$ cat src/rtl/fp_rf_context_engine.sv
// FP register file bulk save/restore sequencer for context switch and trap entry/exit.
// Optional XOR checksum of transferred words: define FP_CTX_CHECKSUM_EN.
module fp_rf_context_engine #(
    parameter int NREGS  = 32,
    parameter int ADDR_W = 32,
    parameter int STRIDE = 4
) (
    input  logic              clk,
    input  logic              rst,
    input  logic              start,
    input  logic              op,
    input  logic [ADDR_W-1:0] base_addr,
    output logic              busy,
    output logic              done,
    output logic [4:0]        rf_read_idx,
    input  logic [31:0]       rf_read_data,
    output logic              rf_write_en,
    output logic [4:0]        rf_write_idx,
    output logic [31:0]       rf_write_data,
    output logic              mem_req,
    output logic              mem_we,
    output logic [ADDR_W-1:0] mem_addr,
    output logic [31:0]       mem_wdata,
    input  logic [31:0]       mem_rdata,
    input  logic              mem_ack
`ifdef FP_CTX_CHECKSUM_EN
    ,
    output logic [31:0]       checksum
`endif
);

    typedef enum logic [2:0] {
        S_IDLE,
        S_RD,
        S_REQ,
        S_WB,
        S_DONE
    } state_t;

    localparam logic [4:0] LAST_IDX = 5'(NREGS - 1);

    state_t            state_q, state_d;
    logic [4:0]        idx_q, idx_d;
    logic              op_q, op_d;
    logic [ADDR_W-1:0] base_q, base_d;
    logic [4:0]        rd_idx_q, rd_idx_d;
    logic [31:0]       wdata_q, wdata_d;
    logic [31:0]       rdata_q, rdata_d;
`ifdef FP_CTX_CHECKSUM_EN
    logic [31:0]       csum_q, csum_d;
`endif

    always_ff @(posedge clk) begin
        if (rst) begin
            state_q  <= S_IDLE;
            idx_q    <= '0;
            op_q     <= 1'b0;
            base_q   <= '0;
            rd_idx_q <= '0;
            wdata_q  <= '0;
            rdata_q  <= '0;
`ifdef FP_CTX_CHECKSUM_EN
            csum_q   <= '0;
`endif
        end else begin
            state_q  <= state_d;
            idx_q    <= idx_d;
            op_q     <= op_d;
            base_q   <= base_d;
            rd_idx_q <= rd_idx_d;
            wdata_q  <= wdata_d;
            rdata_q  <= rdata_d;
`ifdef FP_CTX_CHECKSUM_EN
            csum_q   <= csum_d;
`endif
        end
    end

    always_comb begin
        state_d  = state_q;
        idx_d    = idx_q;
        op_d     = op_q;
        base_d   = base_q;
        rd_idx_d = rd_idx_q;
        wdata_d  = wdata_q;
        rdata_d  = rdata_q;
`ifdef FP_CTX_CHECKSUM_EN
        csum_d   = csum_q;
`endif
        unique case (state_q)
            S_IDLE: begin
                if (start) begin
                    op_d    = op;
                    base_d  = base_addr;
                    idx_d   = '0;
                    state_d = op ? S_REQ : S_RD;
`ifdef FP_CTX_CHECKSUM_EN
                    csum_d  = '0;
`endif
                end
            end
            S_RD: begin
                // The read index is remembered so it holds outside RD.
                rd_idx_d = idx_q;
                wdata_d  = rf_read_data;
                state_d  = S_REQ;
            end
            S_REQ: begin
                if (mem_ack) begin
                    if (op_q) begin
                        rdata_d = mem_rdata;
                        state_d = S_WB;
`ifdef FP_CTX_CHECKSUM_EN
                        csum_d  = csum_q ^ mem_rdata;
`endif
                    end else begin
`ifdef FP_CTX_CHECKSUM_EN
                        csum_d = csum_q ^ wdata_q;
`endif
                        if (idx_q == LAST_IDX) begin
                            state_d = S_DONE;
                        end else begin
                            idx_d   = idx_q + 5'd1;
                            state_d = S_RD;
                        end
                    end
                end
            end
            S_WB: begin
                if (idx_q == LAST_IDX) begin
                    state_d = S_DONE;
                end else begin
                    idx_d   = idx_q + 5'd1;
                    state_d = S_REQ;
                end
            end
            S_DONE: begin
                state_d = S_IDLE;
            end
            default: begin
                state_d = S_IDLE;
            end
        endcase
    end

    assign busy          = (state_q != S_IDLE);
    assign done          = (state_q == S_DONE);
    assign rf_read_idx   = (state_q == S_RD) ? idx_q : rd_idx_q;
    assign rf_write_en   = (state_q == S_WB);
    assign rf_write_idx  = idx_q;
    assign rf_write_data = rdata_q;
    assign mem_req       = (state_q == S_REQ);
    assign mem_we        = (state_q == S_REQ) && !op_q;
    assign mem_addr      = base_q + ADDR_W'(idx_q) * ADDR_W'(STRIDE);
    assign mem_wdata     = wdata_q;
`ifdef FP_CTX_CHECKSUM_EN
    assign checksum      = csum_q;
`endif

endmodule

$ cat config.mk
export PLATFORM = sky130hd
export DESIGN_NAME = fp_rf_context_engine
export DESIGN_NICKNAME = d
export VERILOG_FILES = /design/src/rtl/fp_rf_context_engine.sv
export SDC_FILE = /design/constraint.sdc
export NUM_CORES = 1
export LEC_CHECK = 0
export CORE_MARGIN = 5
export CORE_UTILIZATION = 45
export CTS_BUF_LIST = sky130_fd_sc_hd__clkbuf_8 sky130_fd_sc_hd__clkbuf_16
export DETAILED_ROUTE_END_ITERATION = 7
export DONT_BUFFER_PORTS = 1
export GPL_TIMING_DRIVEN = 0
export PLACE_DENSITY = 0.63
export SYNTH_ARGS = -nofsm -noshare
export SYNTH_HDL_FRONTEND = slang
export SYNTH_SLANG_ARGS = --single-unit
$ cat constraint.sdc
create_clock -name clk -period 3.19 [get_ports clk]
set_clock_uncertainty 0.2 [all_clocks]
set_input_delay 0.638 -clock clk [delete_from_list [all_inputs] [get_ports clk]]
set_output_delay 0.638 -clock clk [all_outputs]
set_load 0.02 [all_outputs]
==> Flow_metrics.wiki <==
{| class="wikitable"
! Metric !! Value
|-
| Element type at the critical path start || flop
|-
| Data arrival time of the critical path || 2.56 ns
|-
| Avg Vias per Cell || 5.34
|-
| Leading cell types by count after synthesis || 217 x sky130_fd_sc_hd__nand2_1, 110 x sky130_fd_sc_hd__dfxtp_1, 108 x sky130_fd_sc_hd__a21oi_1
|-
| # IOs || 212
|-
| Master cell of the clock root buffer || sky130_fd_sc_hd__clkbuf_8
|-
| Power density relative to cell area || 495 mW/mm^2
|-
| Clock slew at reported path FFs || 0.11 ns
|-
| Most used flip-flop cell after synthesis || sky130_fd_sc_hd__dfxtp_1
|-
| Worst setup slack for register-to-register paths || 0.98 ns
|-
| Number of antenna violations at the first check in global routing || 0
|-
| Worst-skew pair later-pin latency || 0.37 ns
|-
| Overall power of the completed layout || 0.00275 W
|-
| Utilization of the core after routing || 53.8%
|-
| Number of nets in the synthesized netlist || 727
|-
| Synth Cell Area || 0.00474 mm^2
|-
| Average footprint of a synthesized cell || 7.67 um^2
|-
| Req. time, crit path || 2.35 ns
|-
| Area Growth Syn to Fin || 17.2%
|-
| Floorplan die width || 113 um
|-
| Total congestion overflow || 0
|-
| Max-cap violations || 0
|-
| Maximum root-to-sink buffer count || 2
|-
| Number of buffers created by CTS || 9
|-
| Floorplan Core Area || 0.0103 mm^2
|-
| CTS sink cnt || 110
|-
| Pin slew with the least headroom to its limit || 0.836 ns
|-
| Number of distinct library cells after synthesis || 37
|-
| Final number of max-transition violations || 0
|-
| Final setup slack of the worst path || -0.211 ns
|-
| Drt drc || 0
|-
| Number of H-tree levels || 3
|-
| Count of TritonRoute iterations in the first routing pass || 4
|-
| Iter 0 DRT Violations || 228
|-
| Cell count after synthesis || 618
|-
| Setup repair after global routing missed its margin || true
|-
| Violated checks || setup timing
|-
| Worst hold-check path type || in -> reg
|-
| Kind of end point of the critical path || output port
|-
| Final routed wire length divided by cell count || 17.3 um
|-
| Initial Util || 45.9%
|-
| Maximum number of pins on one net before global-route repair || 20
|-
| Overall die area || 0.0127 mm^2
|-
| Share of cells above drive strength 1 || 14.8%
|-
| Number of routed nets with antenna violations || 0
|-
| Leakage Power || 2.06 nW
|-
| Highest ir drop seen on vdd || 0.227 mV
|-
| Sequential area share after synthesis || 46.5%
|-
| Worst setup path class || reg -> out
|-
| Final setup violation count || 10
|-
| Crit Path Max Fanout || 6
|-
| Post-synth EDFFs || 0
|-
| Routability cong. || 0.829
|-
| Gr usage total || 19.9%
|-
| Result of the run || finished with violations
|-
| Peak Freq || 294 MHz
|-
| Number of inserted filler cells in the final layout || 968
|-
| Final-report hold violation count || 0
|-
| CTS hold repair buffers || 0
|-
| Relative slew slack || 43.7%
|-
| Die Ht || 113 um
|-
| Post-detail-place hpwl || 9940 um
|-
| DR vias || 4158
|-
| Post-Route Setup TNS || -1.33 ns
|-
| Total number of nets in the final design || 746
|-
| Final period utilization || 107%
|-
| Post-route minimum period || 3.40 ns
|-
| Async set or reset register ratio after synthesis || 0%
|-
| Count leader, synth || sky130_fd_sc_hd__nand2_1
|-
| Register bit count reported by yosys || 110
|-
| Synth Warn # || 0
|-
| Number of buffers added on ports || 0
|-
| Largest area contributor in the synthesized netlist || sky130_fd_sc_hd__dfxtp_1
|-
| Inserted Diodes || 0
|-
| Total Wirelength || 13500 um
|-
| Clock tree from TritonCTS || done
|-
| Portion of synthesized cell area occupied by the leading cell type || 46.5%
|-
| Global-route wire length before repair || 20400 um
|-
| Biggest area contributors in the synthesized netlist || sky130_fd_sc_hd__dfxtp_1 46%, sky130_fd_sc_hd__nand2_1 17%, sky130_fd_sc_hd__a21oi_1 11%, sky130_fd_sc_hd__xor2_1 3.1%, sky130_fd_sc_hd__xnor2_1 2.4%
|-
| Vias in the first global route || 4023
|-
| Std cell rows || 37
|}
==> cells by family (layout without fill, tap and decap cells) <==
| group | count (synthesis) | in the layout | synth area share, % |
|---|---|---|---|
| AO/OA/AOI/OAI | 131 | 131 | 14.5 |
| XOR/XNOR | 30 | 30 | 5.54 |
| adder cells (fa/ha/maj) | 8 | 8 | 2.27 |
| buffers and inverters | 54 | 78 | 5.12 |
| flip-flops | 110 | 110 | 46.5 |
| multiplexers | 1 | 1 | 0.238 |
| AND/OR/NAND/NOR | 284 | 284 | 25.9 |
==> cell type report <==
| type | count | area, um^2 | share of cell area (%) |
|---|---|---|---|
| sequential | 110 | 2220 | 39.9 |
| buffer | 40 | 196 | 3.53 |
| timing repair buffer | 8 | 61.3 | 1.10 |
| tap | 136 | 170 | 3.06 |
| clock inverter | 7 | 57.6 | 1.04 |
| multi-input combinational | 454 | 2680 | 48.2 |
| inverter | 14 | 52.6 | 0.946 |
| clock buffer | 9 | 124 | 2.23 |
==> through the flow <==
stage | cell area (um^2) | hold slack (ns) | std cells | worst slack [ns]
after floorplan | 4740 | 0.236 | 618 | 0.0590
after global placement | 4910 | 0.245 | 754 | -0.335
after detailed placement | 4910 | 0.251 | 754 | -0.375
after CTS | 5420 | 0.159 | 776 | -0.266
after global routing | 5560 | 0.154 | 778 | -0.332
final | 5560 | 0.183 | 778 | -0.211
==> per-layer routing <==
metal / up-vias / wire (um) / GRT usage (%) / part of all wire, %
met5: - / 0 / 0 / 0
li1: 2048 / - / - / -
met3: 27 / 1320 / 8.09 / 9.8
met4: 0 / 375 / 8.81 / 2.8
met1: 1912 / 5110 / 21.7 / 38
met2: 171 / 6690 / 33.7 / 50
==> final timing paths <==
| check | start | endpoint | depth (start not counted) |
|---|---|---|---|
| worst min-delay path | rf_read_data[20] | mem_wdata[20] | 2 |
| worst max-delay path | rf_write_idx[0] | mem_addr[18] | 10 |
| worst min register to register | base_q[1] | base_q[1] | 2 |
| worst max register to register | state_q[2] | rf_write_data[21] | 7 |
==> sequential cells by signal (all words and copies together) (netlist names) <==
| register | count |
|---|---|
| base_q | 32 |
| mem_wdata | 32 |
| rf_write_data | 32 |
| rd_idx_q | 5 |
| rf_write_idx | 5 |
| state_q | 3 |
| op_q | 1 |
==> power breakdown <==
part	total (W)	switching, W	internal, W
registers	0.00156	0.000118	0.00144
clock network	0.000790	0.000496	0.000294
logic	0.000402	0.000272	0.000130
==> worst max-delay path: stages (launching register included) <==
cell,delay (ns)
sky130_fd_sc_hd__dfxtp_4,0.46
sky130_fd_sc_hd__ha_4,0.17
sky130_fd_sc_hd__inv_2,0.03
sky130_fd_sc_hd__fa_2,0.34
sky130_fd_sc_hd__nor2b_2,0.13
sky130_fd_sc_hd__o31a_1,0.22
sky130_fd_sc_hd__o21ai_4,0.09
sky130_fd_sc_hd__buf_6,0.15
sky130_fd_sc_hd__buf_6,0.12
sky130_fd_sc_hd__nor3_4,0.18
sky130_fd_sc_hd__xor2_2,0.29
==> cells in the final DEF (no fill, tap or decap), drive strengths merged <==
cell type / instances
nand2: 217
a2111oi: 1
nor2b: 3
and4b: 1
nand2b: 4
nand3: 8
and3: 3
nor2: 17
nor4: 5
inv: 16
mux2: 1
o31a: 1
xnor2: 13
nor3: 17
a21o: 1
xor2: 17
a21oi: 108
o21ai: 11
ha: 7
o21bai: 1
or3: 1
o21a: 1
buf: 26
nand4: 6
and2: 2
o211ai: 2
clkinv: 3
clkbuf: 31
clkinvlp: 2
fa: 1
a211oi: 4
a21boi: 1
dfxtp: 110
==> what timing repair did <==
item | 4_1_cts | 5_1_grt
endpoints found under the setup margin | 25 | 24
cloned | 1 | 0
setup buffers | 5 | 2
resized for setup | 53 | 20
pin swaps | 13 | 14
Note: power is estimated with default switching activity, not from simulation.
==> patch: new RTL, same flow settings <==
Set the parameter `ADDR_W` to 28 (it was 32).
--- a/src/rtl/fp_rf_context_engine.sv
+++ b/src/rtl/fp_rf_context_engine.sv
@@ -2,7 +2,7 @@
 // Optional XOR checksum of transferred words: define FP_CTX_CHECKSUM_EN.
 module fp_rf_context_engine #(
     parameter int NREGS  = 32,
-    parameter int ADDR_W = 32,
+    parameter int ADDR_W = 28,
     parameter int STRIDE = 4
 ) (
     input  logic              clk,
Ports: changed (resized base_addr and mem_addr); port bits go from 212 to 204. The function was not compared with the original's and may differ.
==> patch against the original RTL <==
  * The flow still finishes with violations (setup timing)
  * Sequential power shrank 4%
  * Synthesized area shrank 2.2%
  * Final area shrank 3.9%
  * Wire length shrank 8.8%
  * Core utilization shrank 1.4 points
  * Total power is essentially flat
  * Combinational power shrank 1%
  * Sequential cell count shrank 4
  * First-iteration DRC count shrank 10%
  * Setup slack gained 180 ps
  * Largest cell class unchanged
  * Largest power group unchanged
==> patch: results (changes against the original RTL) <==
- Status: finished, violations left
- Failing checks: setup timing
- Lkg Pwr: 1.948 nW (-5.4%)
- Dpl ws: -265.0 ps (+109.5 ps)
- R2r startpoint: rf_write_idx[0]
- Setup TNS: -80.25 ps (+1249 ps)
- Met2 Routed Length: 6.038 mm (-9.8%)
- Worst setup margin: -34.49 ps (+176.7 ps)
- Post-placement cell count: 717 (-4.9%)
- Global-route wire length before repair: 19.73 mm (-3.5%)
- DR vias/cell: 5.226 (-2.2%)
- Avg WL per Cell: 16.72 um (-3.6%)
- Xor/xnor share of the synthesized area: 5.101% (-0.44 points)
- Sw Share: 30.91% (-1.3 points)
- Synth area leaders: dfxtp_1 (46%), nand2_1 (17%), a21oi_1 (11%), xnor2_1 (3.2%), buf_6 (1.9%)
- Mean Syn Cell Area: 7.979 um2 (+4.0%)
- Synth Area in Compound Gates: 14.17% (-0.35 points)
- Largest net degree at the start of global routing: 19 (-5.0%)
- Hold path start: mem_rdata[15]
- Met1 wire length: 5.022 mm (-1.8%)
- Slew margin rel.: 49.75% (+6.1 points)
- Post-synthesis adder-cell area fraction: 2.321% (+0.051 points)
- Syn Nets: 686 (-5.6%)
- Most frequent cells after synthesis: nand2_1 (208), dfxtp_1 (106), a21oi_1 (102)
- Layout cells sized above 1: 15.83% (+1.0 points)
- First drt pass iteration count: 5 (+1)
- Vias in the first global route: 3845 (-4.4%)
- Worst EP arrival: 2390 ps (-170 ps)
- Peak supply drop: 0.2154 mV (-5.0%)
- Mux cell area share after synthesis: 0.2429% (+0.0054 points)
- Total Routing Usage GR: 19.33% (-0.53 points)
- Drt initial violations: 205 (-10%)
- Setup violations, final: 3 (-7)
- Max incr delay on CP: 450 ps
- Drt total wl: 12.30 mm (-8.8%)
- Synth unique cells: 49 (+32%)
==> patch: changes by cell type in the layout (fill, tap and decap cells not counted), sizes merged, moves of 4 or more <==
cell,before,now
xnor2,13,17
nor2,17,10
nand2,217,208
clkbuf,31,26
inv,16,9
nor3,17,9
dfxtp,110,106
nor4,5,1
o21ai,11,7
xor2,17,10
==> patch: path summary, 6_finish.rpt <==
kind	to	slack, ps	cells after the start
setup / recovery	mem_addr[20]	-30	9
hold / removal	rf_write_data[15]	180	2
setup reg to reg	rf_write_idx[3]	1090	8
hold reg to reg	base_q[1]	260	2
==> patch: final cells by class <==
type,count,area (um2)
Fill cell,993,4846
Multi-Input combinational cell,427,2515
Sequential cell,106,2136
Buffer,40,259.0
Tap cell,136,170.2
Clock buffer,9,123.9
Clock inverter,7,78.83
Inverter,8,30.03
Timing Repair Buffer,3,26.28
==> patch: routing by layer <==
| metal | track usage [%] | vias up |
|---|---|---|
| li1 | - | 1933 |
| met1 | 22.76 | 1771 |
| met2 | 33.13 | 129 |
| met3 | 7.772 | 13 |
| met4 | 4.542 | 0 |
| met5 | 0 | - |
==> patch: cell families after synthesis <==
family,count (synthesis)
buf+inv,48
fa+ha+maj,8
xor+xnor,27
flops,106
compound gates,123
mux,1
simple gates,268
==> patch: timing repair <==
action,CTS,global route
pin swaps,8,14
resized for setup,36,15
setup buffers,3,0
endpoints found under the setup margin,21,19
==> patch: critical path, delay by kind of cell (launching register included) <==
kind	cells	cell delay [ps]
adder cells (fa/ha/maj)	2	520
flip-flops	1	450
AO/OA/AOI/OAI	2	340
AND/OR/NAND/NOR	2	280
XOR/XNOR	1	230
buffers and inverters	2	200
==> patch: power groups by stage <==
stage	clock (mW)	combinational [mW]	sequential, mW
after detailed placement	0	0.379	1.52
after global placement	0	0.370	1.52
final	0.849	0.398	1.50
after floorplan	0	0.305	1.51
after CTS	0.873	0.395	1.50
after global routing	0.930	0.442	1.52
